### src/rtl/cpu_clk_en_ctrl_pkg.sv
// Shared definitions for the CPU clock-enable scheduler: state and
// command encodings plus the reset-time divide ratio.
package cpu_ctrl_pkg;

    typedef enum logic [1:0] {
        ST_HALT = 2'b00,
        ST_RUN  = 2'b01,
        ST_STEP = 2'b10,
        ST_DONE = 2'b11
    } state_t;

    typedef enum logic [1:0] {
        OP_HALT = 2'b00,
        OP_RUN  = 2'b01,
        OP_STEP = 2'b10,
        OP_RSVD = 2'b11
    } op_t;

    localparam int unsigned DIV_DEFAULT = 6;

endpackage

### src/rtl/cpu_clk_en_ctrl_if.sv
// Host/debug command port and divide-ratio write port of the scheduler.
interface cpu_clk_en_ctrl_if #(
    parameter int unsigned DIV_W  = 8,
    parameter int unsigned STEP_W = 16
);

    logic              cmd_valid;
    logic              cmd_ready;
    logic [1:0]        cmd_op;
    logic [STEP_W-1:0] cmd_steps;
    logic              cfg_valid;
    logic [DIV_W-1:0]  cfg_div;

    modport master (
        output cmd_valid, cmd_op, cmd_steps, cfg_valid, cfg_div,
        input  cmd_ready
    );

    modport slave (
        input  cmd_valid, cmd_op, cmd_steps, cfg_valid, cfg_div,
        output cmd_ready
    );

endinterface

### src/rtl/cpu_clk_en_ctrl_prescaler.sv
// Period counter for the core clock enable. Holds the ratio in force and
// a pending ratio that is only taken over when the counter restarts at 0,
// so no period is ever truncated.
module clk_en_prescaler #(
    parameter int unsigned DIV_W       = 8,
    parameter int unsigned DIV_DEFAULT = cpu_ctrl_pkg::DIV_DEFAULT
) (
    input  logic             clk,
    input  logic             reset,
    input  logic             active,     // RUN or STEP: counter is running
    input  logic             restart,    // clear counter and take pending ratio
    input  logic             stop,       // clear counter without taking the ratio
    input  logic             cfg_valid,
    input  logic [DIV_W-1:0] cfg_div,
    output logic             en,
    output logic [DIV_W-1:0] div_cur
);

    logic [DIV_W-1:0] div_cnt;
    logic [DIV_W-1:0] div_q;
    logic [DIV_W-1:0] pend_div;
    logic             pend_v;
    logic [DIV_W-1:0] cfg_eff;
    logic [DIV_W-1:0] new_q;
    logic             apply;

    // A zero ratio behaves as 1; a same-cycle write beats the pending value.
    always_comb begin
        cfg_eff = (cfg_div == '0) ? DIV_W'(1) : cfg_div;
        en      = active && (div_cnt == div_q - DIV_W'(1));
        apply   = restart || en;
        new_q   = cfg_valid ? cfg_eff : (pend_v ? pend_div : div_q);
    end

    // Counter, ratio-in-force and pending-ratio registers.
    always_ff @(posedge clk or posedge reset) begin
        if (reset) begin
            div_cnt  <= '0;
            div_q    <= DIV_W'(DIV_DEFAULT);
            pend_div <= '0;
            pend_v   <= 1'b0;
        end else if (apply) begin
            div_cnt <= '0;
            div_q   <= new_q;
            pend_v  <= 1'b0;
        end else begin
            if (stop || !active)
                div_cnt <= '0;
            else
                div_cnt <= div_cnt + DIV_W'(1);
            if (cfg_valid) begin
                pend_div <= cfg_eff;
                pend_v   <= 1'b1;
            end
        end
    end

    assign div_cur = div_q;

endmodule

### src/rtl/cpu_clk_en_ctrl.sv
// Clock-enable scheduler for the processor core: HALT / RUN / STEP-N
// control of a one-cycle cpu_en pulse issued once every div_cur cycles.
module cpu_clk_en_ctrl
    import cpu_ctrl_pkg::*;
#(
    parameter int unsigned DIV_W       = 8,
    parameter int unsigned DIV_DEFAULT = cpu_ctrl_pkg::DIV_DEFAULT,
    parameter int unsigned STEP_W      = 16,
    parameter int unsigned CNT_W       = 32
) (
    input  logic                  clk,
    input  logic                  reset,
    cpu_clk_en_ctrl_if.slave      bus,
    output logic                  cpu_en,
    output logic [1:0]            state,
    output logic                  step_done,
    output logic [DIV_W-1:0]      div_cur,
    output logic [CNT_W-1:0]      en_count
);

    state_t            state_q, state_nx;
    logic [STEP_W-1:0] remaining, rem_nx;
    logic              acc, steps_nz, active, restart, stop;

    clk_en_prescaler #(
        .DIV_W       (DIV_W),
        .DIV_DEFAULT (DIV_DEFAULT)
    ) u_prescaler (
        .clk       (clk),
        .reset     (reset),
        .active    (active),
        .restart   (restart),
        .stop      (stop),
        .cfg_valid (bus.cfg_valid),
        .cfg_div   (bus.cfg_div),
        .en        (cpu_en),
        .div_cur   (div_cur)
    );

    assign active        = (state_q == ST_RUN) || (state_q == ST_STEP);
    assign bus.cmd_ready = (state_q != ST_DONE);
    assign step_done     = (state_q == ST_DONE);
    assign state         = state_q;
    assign acc           = bus.cmd_valid && bus.cmd_ready;
    assign steps_nz      = (bus.cmd_steps != '0);

    // Next-state, step reload and prescaler restart/stop decode.
    // A STEP of zero pulses goes straight to DONE from any state.
    always_comb begin
        state_nx = state_q;
        rem_nx   = remaining;
        restart  = 1'b0;
        stop     = 1'b0;
        unique case (state_q)
            ST_HALT: begin
                restart = 1'b1;
                if (acc) begin
                    case (op_t'(bus.cmd_op))
                        OP_RUN:  state_nx = ST_RUN;
                        OP_STEP: begin
                            state_nx = steps_nz ? ST_STEP : ST_DONE;
                            rem_nx   = bus.cmd_steps;
                        end
                        default: ;
                    endcase
                end
            end
            ST_RUN: begin
                if (acc) begin
                    case (op_t'(bus.cmd_op))
                        OP_HALT: begin
                            state_nx = ST_HALT;
                            stop     = 1'b1;
                        end
                        OP_STEP: begin
                            restart  = 1'b1;
                            state_nx = steps_nz ? ST_STEP : ST_DONE;
                            rem_nx   = bus.cmd_steps;
                        end
                        default: ;
                    endcase
                end
            end
            ST_STEP: begin
                if (acc && op_t'(bus.cmd_op) == OP_HALT) begin
                    state_nx = ST_HALT;
                    stop     = 1'b1;
                end else if (acc && op_t'(bus.cmd_op) == OP_RUN) begin
                    state_nx = ST_RUN;
                end else if (acc && op_t'(bus.cmd_op) == OP_STEP) begin
                    restart  = 1'b1;
                    state_nx = steps_nz ? ST_STEP : ST_DONE;
                    rem_nx   = bus.cmd_steps;
                end else if (cpu_en) begin
                    rem_nx = remaining - STEP_W'(1);
                    if (remaining == STEP_W'(1))
                        state_nx = ST_DONE;
                end
            end
            ST_DONE: state_nx = ST_HALT;
            default: state_nx = ST_HALT;
        endcase
    end

    // State, remaining-step and issued-enable counter registers.
    always_ff @(posedge clk or posedge reset) begin
        if (reset) begin
            state_q   <= ST_HALT;
            remaining <= '0;
            en_count  <= '0;
        end else begin
            state_q   <= state_nx;
            remaining <= rem_nx;
            if (cpu_en)
                en_count <= en_count + CNT_W'(1);
        end
    end

endmodule

### src/flat_wrapper.sv
// flat-port wrapper written by rule: the top's interface ports become plain ports
module cpu_clk_en_ctrl_flat import cpu_ctrl_pkg::*;
#(
    parameter int unsigned DIV_W       = 8,
    parameter int unsigned DIV_DEFAULT = cpu_ctrl_pkg::DIV_DEFAULT,
    parameter int unsigned STEP_W      = 16,
    parameter int unsigned CNT_W       = 32
)
  (clk, reset, cpu_en, state, step_done, div_cur, en_count, bus_cmd_valid, bus_cmd_op, bus_cmd_steps, bus_cfg_valid, bus_cfg_div, bus_cmd_ready);
  cpu_clk_en_ctrl_if #(.DIV_W(DIV_W), .STEP_W(STEP_W)) bus_i ();
  input  logic clk;
  input  logic reset;
  output logic cpu_en;
  output logic [1:0] state;
  output logic step_done;
  output logic [DIV_W-1:0] div_cur;
  output logic [CNT_W-1:0] en_count;
  input wire logic [$bits(bus_i.cmd_valid)-1:0] bus_cmd_valid;
  input wire logic [$bits(bus_i.cmd_op)-1:0] bus_cmd_op;
  input wire logic [$bits(bus_i.cmd_steps)-1:0] bus_cmd_steps;
  input wire logic [$bits(bus_i.cfg_valid)-1:0] bus_cfg_valid;
  input wire logic [$bits(bus_i.cfg_div)-1:0] bus_cfg_div;
  output wire logic [$bits(bus_i.cmd_ready)-1:0] bus_cmd_ready;
  assign bus_i.cmd_valid = bus_cmd_valid;
  assign bus_i.cmd_op = bus_cmd_op;
  assign bus_i.cmd_steps = bus_cmd_steps;
  assign bus_i.cfg_valid = bus_cfg_valid;
  assign bus_i.cfg_div = bus_cfg_div;
  assign bus_cmd_ready = bus_i.cmd_ready;
  cpu_clk_en_ctrl #(.DIV_W(DIV_W), .DIV_DEFAULT(DIV_DEFAULT), .STEP_W(STEP_W), .CNT_W(CNT_W)) u_core (.clk(clk), .reset(reset), .bus(bus_i), .cpu_en(cpu_en), .state(state), .step_done(step_done), .div_cur(div_cur), .en_count(en_count));
endmodule
### config.mk
export PLATFORM = sky130hd
export DESIGN_NAME = cpu_clk_en_ctrl_flat
export DESIGN_NICKNAME = d
export VERILOG_FILES = /design/src/rtl/cpu_clk_en_ctrl_pkg.sv /design/src/rtl/cpu_clk_en_ctrl_if.sv /design/src/rtl/cpu_clk_en_ctrl_prescaler.sv /design/src/rtl/cpu_clk_en_ctrl.sv /design/src/flat_wrapper.sv
export SDC_FILE = /design/constraint.sdc
export NUM_CORES = 1
export LEC_CHECK = 0
export BUFFER_PORTS_ARGS = -buffer_cell sky130_fd_sc_hd__buf_4
export CAP_MARGIN = 20
export CORE_MARGIN = 2
export CORE_UTILIZATION = 30
export DETAILED_ROUTE_END_ITERATION = 10
export PLACE_DENSITY = 0.52
export SYNTH_ARGS = -nofsm -noshare
export SYNTH_HDL_FRONTEND = slang
export SYNTH_SLANG_ARGS = --single-unit
### constraint.sdc
create_clock -name clk -period 2.74 [get_ports clk]
set_input_delay 0.137 -clock clk [delete_from_list [all_inputs] [get_ports clk]]
set_output_delay 0.137 -clock clk [all_outputs]
set_load 0.02 [all_outputs]
==> results.cfg, run 1 <==
[run_status]
outcome = finished, final reports clean

[power_and_ir_drop]
p_leak_nw = 2.67
max-vdd-ir-drop_uv = 492
power.density_cell_area_mw_per_mm2 = 875
power_mw = 5.10

[die]
pin_count = 75
area_of_the_die_sq_mm = 0.0160
row_count = 44
design.core.area_sq_mm = 0.0146
die_outline_height_um = 127
die_w_um = 127
start_util_pct = 30.9

[setup_path]
crit_type = reg -> reg
timing.reg2reg.setup_slack_ps = 80
worstReg2RegStart = u_core.u_prescaler.div_cur[1]$_DFFE_PP1P_
start_kind = flop
critPathRequiredTime_ps = 2960
setup.worst_path.start = u_core.u_prescaler.div_cur[1]$_DFFE_PP1P_
worst-path-max-fanout = 8
cp-endpoint = u_core.u_prescaler.pend_div[2]$_DFFE_PP0P_
worst-endpoint-arrival_ps = 2880
setup.worst_path.end_class = flop
r2r-end = u_core.u_prescaler.pend_div[2]$_DFFE_PP0P_
worst-r2r-cell-count = 11

[hold_path]
min_path_type = in -> reg
hold_path_startpoint = bus_cmd_steps[13]

[flow_run]
maxCapViolCount = 0

[final_layout]
drive_above_1_share_pct = 27.1
antennaDiodeCount = 0
design.final.nets = 613
areaGrowthSynthToFinish_pct = 29.2
final_util_pct = 40.0
post_layout_nonfiller_instances = 763
fillers = 1455

[detailed_routing]
wl_um = 12600
detailroute.via_count = 4026
route.detailed.vias_per_inst = 5.28
firstDrtPassIters = 5
drt_first_iter_violations = 297
drt-wirelength-per-cell_um = 16.5
ant_nets = 0
detail_route.drc_violations = 0

[cts]
cts_buf_count = 9
cts.clk_slew.worst_paths_ps = 60
cts_root_buffer = sky130_fd_sc_hd__clkbuf_16
clk-insertion-delay-late_ps = 350
numClockSinks = 75
clock_path_buffers = 2
cts_tree = yes
htreeDepth = 3

[yosys]
synth.cell_area_sq_mm = 0.00451
syn_area_per_cell_sq_um = 9.36
synth_seq_area_share_pct = 41.6
synth.distinct_cells = 66
post-synth-top-area-cell = sky130_fd_sc_hd__dfrtp_1
synth_top_cell_area_share_pct = 40.5
synthCells = 482
synth.top_cells.by_area = sky130_fd_sc_hd__dfrtp_1, sky130_fd_sc_hd__xor2_1, sky130_fd_sc_hd__xnor2_1
yosysMostFrequentCell = sky130_fd_sc_hd__dfrtp_1
synthesis.nets = 521
postSynth.asyncResetShare_pct = 100
yosys_register_bits = 75
dominantRegCellSynth = sky130_fd_sc_hd__dfrtp_1
synth.cells.most_frequent = sky130_fd_sc_hd__dfrtp_1, sky130_fd_sc_hd__nor2_1, sky130_fd_sc_hd__nand2_1, sky130_fd_sc_hd__nand3_1
synth_enable_flop_cells = 0
yosysWarningCount = 0

[grt]
global_route.usage.met1_pct = 22.5
grt_remaining_overflow = 0
grt.met3_usage_pct = 3.67
busiest_layer = met2
vias_in_the_first_global_route = 4003
grt_start_max_net_pins = 49
grt.met2_usage_pct = 24.8
gr-usage-all-layers_pct = 16.2
grt_first_pass_wirelength_um = 20700
grt_antenna_before_repair = 0

[place]
dp_hpwl_um = 8990
gp_routability_congestion = 0.855
dpl.cell_count = 744
numPortBuffers = 74

[sta]
max_slew_margin_pct = 56.8
layout_min_cycle_time_ps = 2660
final.period_utilization_pct = 97.1
fmaxAchievable_mhz = 376
final-max-slew-violation-count = 0
final-setup-viol-count = 0
max_slew.worst_pin.slew_ps = 642
clock-skew-final_ps = 10.3
rsz0062_at_grt = yes
hold_viol = 0
==> flip-flops by register name, summed over array words and instances (netlist names) <==
register and count:
u_core.en_count 32, u_core.remaining 16, u_core.state 2, u_core.u_prescaler.div_cnt 8, u_core.u_prescaler.div_cur 8, u_core.u_prescaler.pend_div 8
u_core.u_prescaler.pend_v 1
==> cells in the final DEF, fill, tap and decap left out, types with 5 or more instances in the layout <==
| cell type | instances |
|---|---|
| sky130_fd_sc_hd__a21oi_1 | 21 |
| sky130_fd_sc_hd__and3_1 | 15 |
| sky130_fd_sc_hd__buf_4 | 101 |
| sky130_fd_sc_hd__clkbuf_16 | 9 |
| sky130_fd_sc_hd__dfrtp_1 | 73 |
| sky130_fd_sc_hd__ha_1 | 8 |
| sky130_fd_sc_hd__inv_1 | 13 |
| sky130_fd_sc_hd__mux2_4 | 7 |
| sky130_fd_sc_hd__nand2_1 | 33 |
| sky130_fd_sc_hd__nand3_1 | 30 |
| sky130_fd_sc_hd__nand4_1 | 16 |
| sky130_fd_sc_hd__nor2_1 | 42 |
| sky130_fd_sc_hd__nor2b_1 | 7 |
| sky130_fd_sc_hd__nor3_1 | 23 |
| sky130_fd_sc_hd__nor4_1 | 10 |
| sky130_fd_sc_hd__o211ai_1 | 11 |
| sky130_fd_sc_hd__o21ai_0 | 5 |
| sky130_fd_sc_hd__o22a_1 | 8 |
| sky130_fd_sc_hd__or3_1 | 5 |
| sky130_fd_sc_hd__xnor2_1 | 21 |
| sky130_fd_sc_hd__xor2_1 | 23 |
==> final cells by class <==
class                   instances  area, sq um  area share (%)
clock buffers                  11          233            3.99
clock inverters                 5         37.5           0.644
inverters                      16         60.1            1.03
multi-input cells             367         2560            44.0
flip-flops and latches         75         1880            32.2
well taps                     184          230            3.95
repair buffers                105          828            14.2
==> per-stage QoR <==
step	setup WS (ps)	hold WS, ps	instance area, sq um	setup TNS [ps]
floorplan	-62.7	253	4590	-873
global placement	19.4	274	5480	0
detailed placement	-53.8	273	5480	-147
CTS	3.51	9.38	5770	0
global route	-34.9	38.6	5830	-138
finish	80.3	24.9	5830	0
==> per-layer routing <==
layer,vias to the layer above,routed length [um],share of wire [%]
li1,1948,-,-
met4,0,144,1.1
met1,1967,6110,49
met5,-,0,0
met2,100,5730,46
met3,11,585,4.7
==> critical path: stages (launching register included) <==
cell and delay, ps:
sky130_fd_sc_hd__dfstp_2 530, sky130_fd_sc_hd__inv_2 40, sky130_fd_sc_hd__ha_4 180, sky130_fd_sc_hd__buf_4 150, sky130_fd_sc_hd__a211o_2 290, sky130_fd_sc_hd__o211a_1 160
sky130_fd_sc_hd__a2111oi_4 300, sky130_fd_sc_hd__buf_4 200, sky130_fd_sc_hd__a21oi_4 70, sky130_fd_sc_hd__and2_1 180, sky130_fd_sc_hd__buf_12 150, sky130_fd_sc_hd__mux2_4 290
==> power by group <==
group,switching (mW),internal (mW),total [mW]
Combinational,1.24,1.04,2.28
Sequential,0.310,1.40,1.71
Clock,0.492,0.619,1.11
==> how the worst min path moves through the flow <==
stage | to | slack [ps] | depth (start not counted)
2_1_floorplan | u_core.remaining[13]$_DFFE_PP0P_ | 250 | 2
3_3_place_gp | u_core.u_prescaler.div_cnt[3]$_DFF_PP0_ | 270 | 2
3_5_place_dp | u_core.u_prescaler.div_cnt[2]$_DFF_PP0_ | 270 | 2
4_1_cts | u_core.remaining[13]$_DFFE_PP0P_ | 9 | 3
5_1_grt | u_core.u_prescaler.pend_div[5]$_DFFE_PP0P_ | 40 | 2
6_report | u_core.remaining[13]$_DFFE_PP0P_ | 20 | 3
==> cells by family (layout without fill, tap and decap cells) <==
family	count (synthesis)	after routing	synth area share (%)
AND/OR/NAND/NOR	220	220	26.7
flip-flops	75	75	41.6
buffers and inverters	40	137	4.24
XOR/XNOR	45	45	8.73
adder cells (fa/ha/maj)	9	9	2.50
multiplexers	12	12	2.88
AO/OA/AOI/OAI	81	81	13.3
==> what timing repair did <==
item                                    in CTS  in global routing
hold buffers                                 1                  0
hold endpoints to repair                    25                  0
pin swaps                                    1                  2
setup buffers                                1                  1
endpoints found under the setup margin      19                 53
resized for setup                            2                  9
(Power assumes the default switching activity.)
==> inputs of run 2 (changes only) <==
==> constraint.sdc (replaced) <==
create_clock -name clk -period 2.74 [get_ports clk]
set_input_delay 0.137 -clock clk [delete_from_list [all_inputs] [get_ports clk]]
set_output_delay 0.137 -clock clk [all_outputs]
set_load 0.005 [all_outputs]
==> run 2 against run 1 <==
Compared with the run above:
- flip-flop and latch count unchanged
- cell count decreased by 0.66%
- combinational power decreased by 6%
- register-to-register slack got worse by 30 ps
- non-clock buffer count decreased by 5
- clock skew decreased by 2.1 ps
- critical path type unchanged
- critical endpoint is now u_core.en_count[26]$_DFFE_PP0P_
==> results.cfg, run 2 (same netlist as run 1, synthesis figures left out) <==
[flow_run]
maxCapViolCount = 0

[setup_path]
worst-path-max-fanout = 25
r2r-end = u_core.en_count[26]$_DFFE_PP0P_
critical-path-slowest-cell = sky130_fd_sc_hd__dfstp_2
critical_path.cell_chain = inv_2 > ha_4 > xnor2_2 > o2bb2ai_1 > a2111o_1 > a2111oi_4 > nand2_2 > buf_12 > nor4b_1 > xor2_1
critPathRequiredTime_ps = 3000
start_kind = flop
crit_type = reg -> reg
timing.reg2reg.setup_slack_ps = 50
setup.worst_path.start = u_core.u_prescaler.div_cur[1]$_DFFE_PP1P_
worst-r2r-cell-count = 10
worst-path-buf-inv = 2
worstReg2RegStart = u_core.u_prescaler.div_cur[1]$_DFFE_PP1P_
setup.worst_path.end_class = flop
worst-endpoint-arrival_ps = 2950
cpLargestDelayFamily = compound AO/OA/AOI/OAI gates
worst-path-stages = 10
critical_path.max_stage_delay_ps = 530
cp-endpoint = u_core.en_count[26]$_DFFE_PP0P_

[cts]
clock_path_buffers = 2
cts_tree = yes
numClockSinks = 75
cts_buf_count = 9
htreeDepth = 3
clk-insertion-delay-late_ps = 330
cts.clk_slew.worst_paths_ps = 60
cts_root_buffer = sky130_fd_sc_hd__clkbuf_16

[sta]
final.period_utilization_pct = 98.2
rsz0062_at_grt = yes
final-max-slew-violation-count = 0
fin_ws_ps = 49.3
max_slew.worst_pin.slew_ps = 554
max_slew_margin_pct = 62.7
final-setup-viol-count = 0
fmaxAchievable_mhz = 372
fin_tns_setup_ps = 0
hold_viol = 0
hold_ws_ps = 51.1
layout_min_cycle_time_ps = 2690
clock-skew-final_ps = 8.26

[grt]
grt_antenna_before_repair = 0
gr-usage-all-layers_pct = 15.8
grt_remaining_overflow = 0
grt_first_pass_wirelength_um = 20700
vias_in_the_first_global_route = 4019
grt_start_max_net_pins = 76

[run_status]
outcome = finished, final reports clean

[power_and_ir_drop]
max-vdd-ir-drop_uv = 353
power.density_cell_area_mw_per_mm2 = 893
power_mw = 5.23
p_leak_nw = 2.66

[hold_path]
min_path_type = in -> reg

[detailed_routing]
firstDrtPassIters = 4
route.detailed.vias_per_inst = 5.30
drt-wirelength-per-cell_um = 16.5
detailroute.via_count = 4019
detail_route.drc_violations = 0
ant_nets = 0
drt_first_iter_violations = 303
wl_um = 12500

[place]
gp_routability_congestion = 0.884
numPortBuffers = 74
preCtsSetupSlack_ps = -78.3
dp_hpwl_um = 8960

[final_layout]
reg.largest.list = u_core.en_count (32), u_core.remaining (16)
most_flop_heavy_register = u_core.en_count
layout.cells.most_common = sky130_fd_sc_hd__buf_4
drive_above_1_share_pct = 26.3
largest_register_ff_count = 32
areaGrowthSynthToFinish_pct = 29.7
antennaDiodeCount = 0
final_util_pct = 40.1
layout_common_cells = sky130_fd_sc_hd__buf_4, sky130_fd_sc_hd__dfrtp_1, sky130_fd_sc_hd__nor2_1, sky130_fd_sc_hd__nand3_1, sky130_fd_sc_hd__nand2_1
design.final.nets = 608

[die]
start_util_pct = 30.9
die_w_um = 127
row_count = 44
area_of_the_die_sq_mm = 0.0160
design.core.area_sq_mm = 0.0146
pin_count = 75
die_outline_height_um = 127
-- run 2: how the worst min path moves through the flow --
stage / slack (ps) / start / depth (start not counted) / endpoint
after floorplan: 250 / bus_cmd_steps[13] / 2 / u_core.remaining[13]$_DFFE_PP0P_
after global placement: 270 / reset / 3 / u_core.en_count[7]$_DFFE_PP0P_
after detailed placement: 280 / reset / 3 / u_core.u_prescaler.pend_div[4]$_DFFE_PP0P_
after CTS: 40 / bus_cfg_div[7] / 2 / u_core.u_prescaler.pend_div[7]$_DFFE_PP0P_
after global routing: 50 / bus_cfg_div[4] / 2 / u_core.u_prescaler.pend_div[4]$_DFFE_PP0P_
final: 50 / bus_cmd_steps[7] / 3 / u_core.remaining[7]$_DFFE_PP0P_
-- run 2: worst reg2reg max path: stages, from the launching register on --
cell	delay, ps
sky130_fd_sc_hd__dfstp_2	530
sky130_fd_sc_hd__inv_2	40
sky130_fd_sc_hd__ha_4	170
sky130_fd_sc_hd__xnor2_2	130
sky130_fd_sc_hd__o2bb2ai_1	120
sky130_fd_sc_hd__a2111o_1	410
sky130_fd_sc_hd__a2111oi_4	370
sky130_fd_sc_hd__nand2_2	110
sky130_fd_sc_hd__buf_12	180
sky130_fd_sc_hd__nor4b_1	370
sky130_fd_sc_hd__xor2_1	180
-- run 2: area by class of cell --
| class | count | area (sq um) |
|---|---|---|
| repair buffers | 100 | 807 |
| well taps | 184 | 230 |
| inverters | 16 | 60.1 |
| flip-flops and latches | 75 | 1880 |
| clock inverters | 6 | 113 |
| clock buffers | 10 | 229 |
| fillers | 1437 | 8730 |
| multi-input cells | 367 | 2540 |
-- run 2: timing repair --
action,in CTS,in global routing
pin swaps,0,11
setup buffers,0,3
hold endpoints to repair,73,0
endpoints found under the setup margin,20,43
gates resized for setup,6,17
hold buffers,1,0
-- run 2: stage by stage --
stage               area, sq um  cells
floorplan                  4510    482
finish                     5860    758
CTS                        5770    756
global route               5860    758
global placement           5390    739
detailed placement         5390    739
-- run 2: report_power, final --
group	leakage (nW)	internal (mW)	switching (mW)	total, mW
combinational	1.53	1.00	1.14	2.15
clock	0.167	0.894	0.478	1.37
sequential	0.963	1.40	0.314	1.71
total	2.66	3.30	1.94	5.23
-- run 2: metal layers --
layer	share of wire, %	vias up	GRT usage, %
met5	0	-	0
met4	1.3	0	4.78
met3	6.3	13	3.80
met2	45	109	23.9
met1	47	1969	22.4
li1	-	1928	-
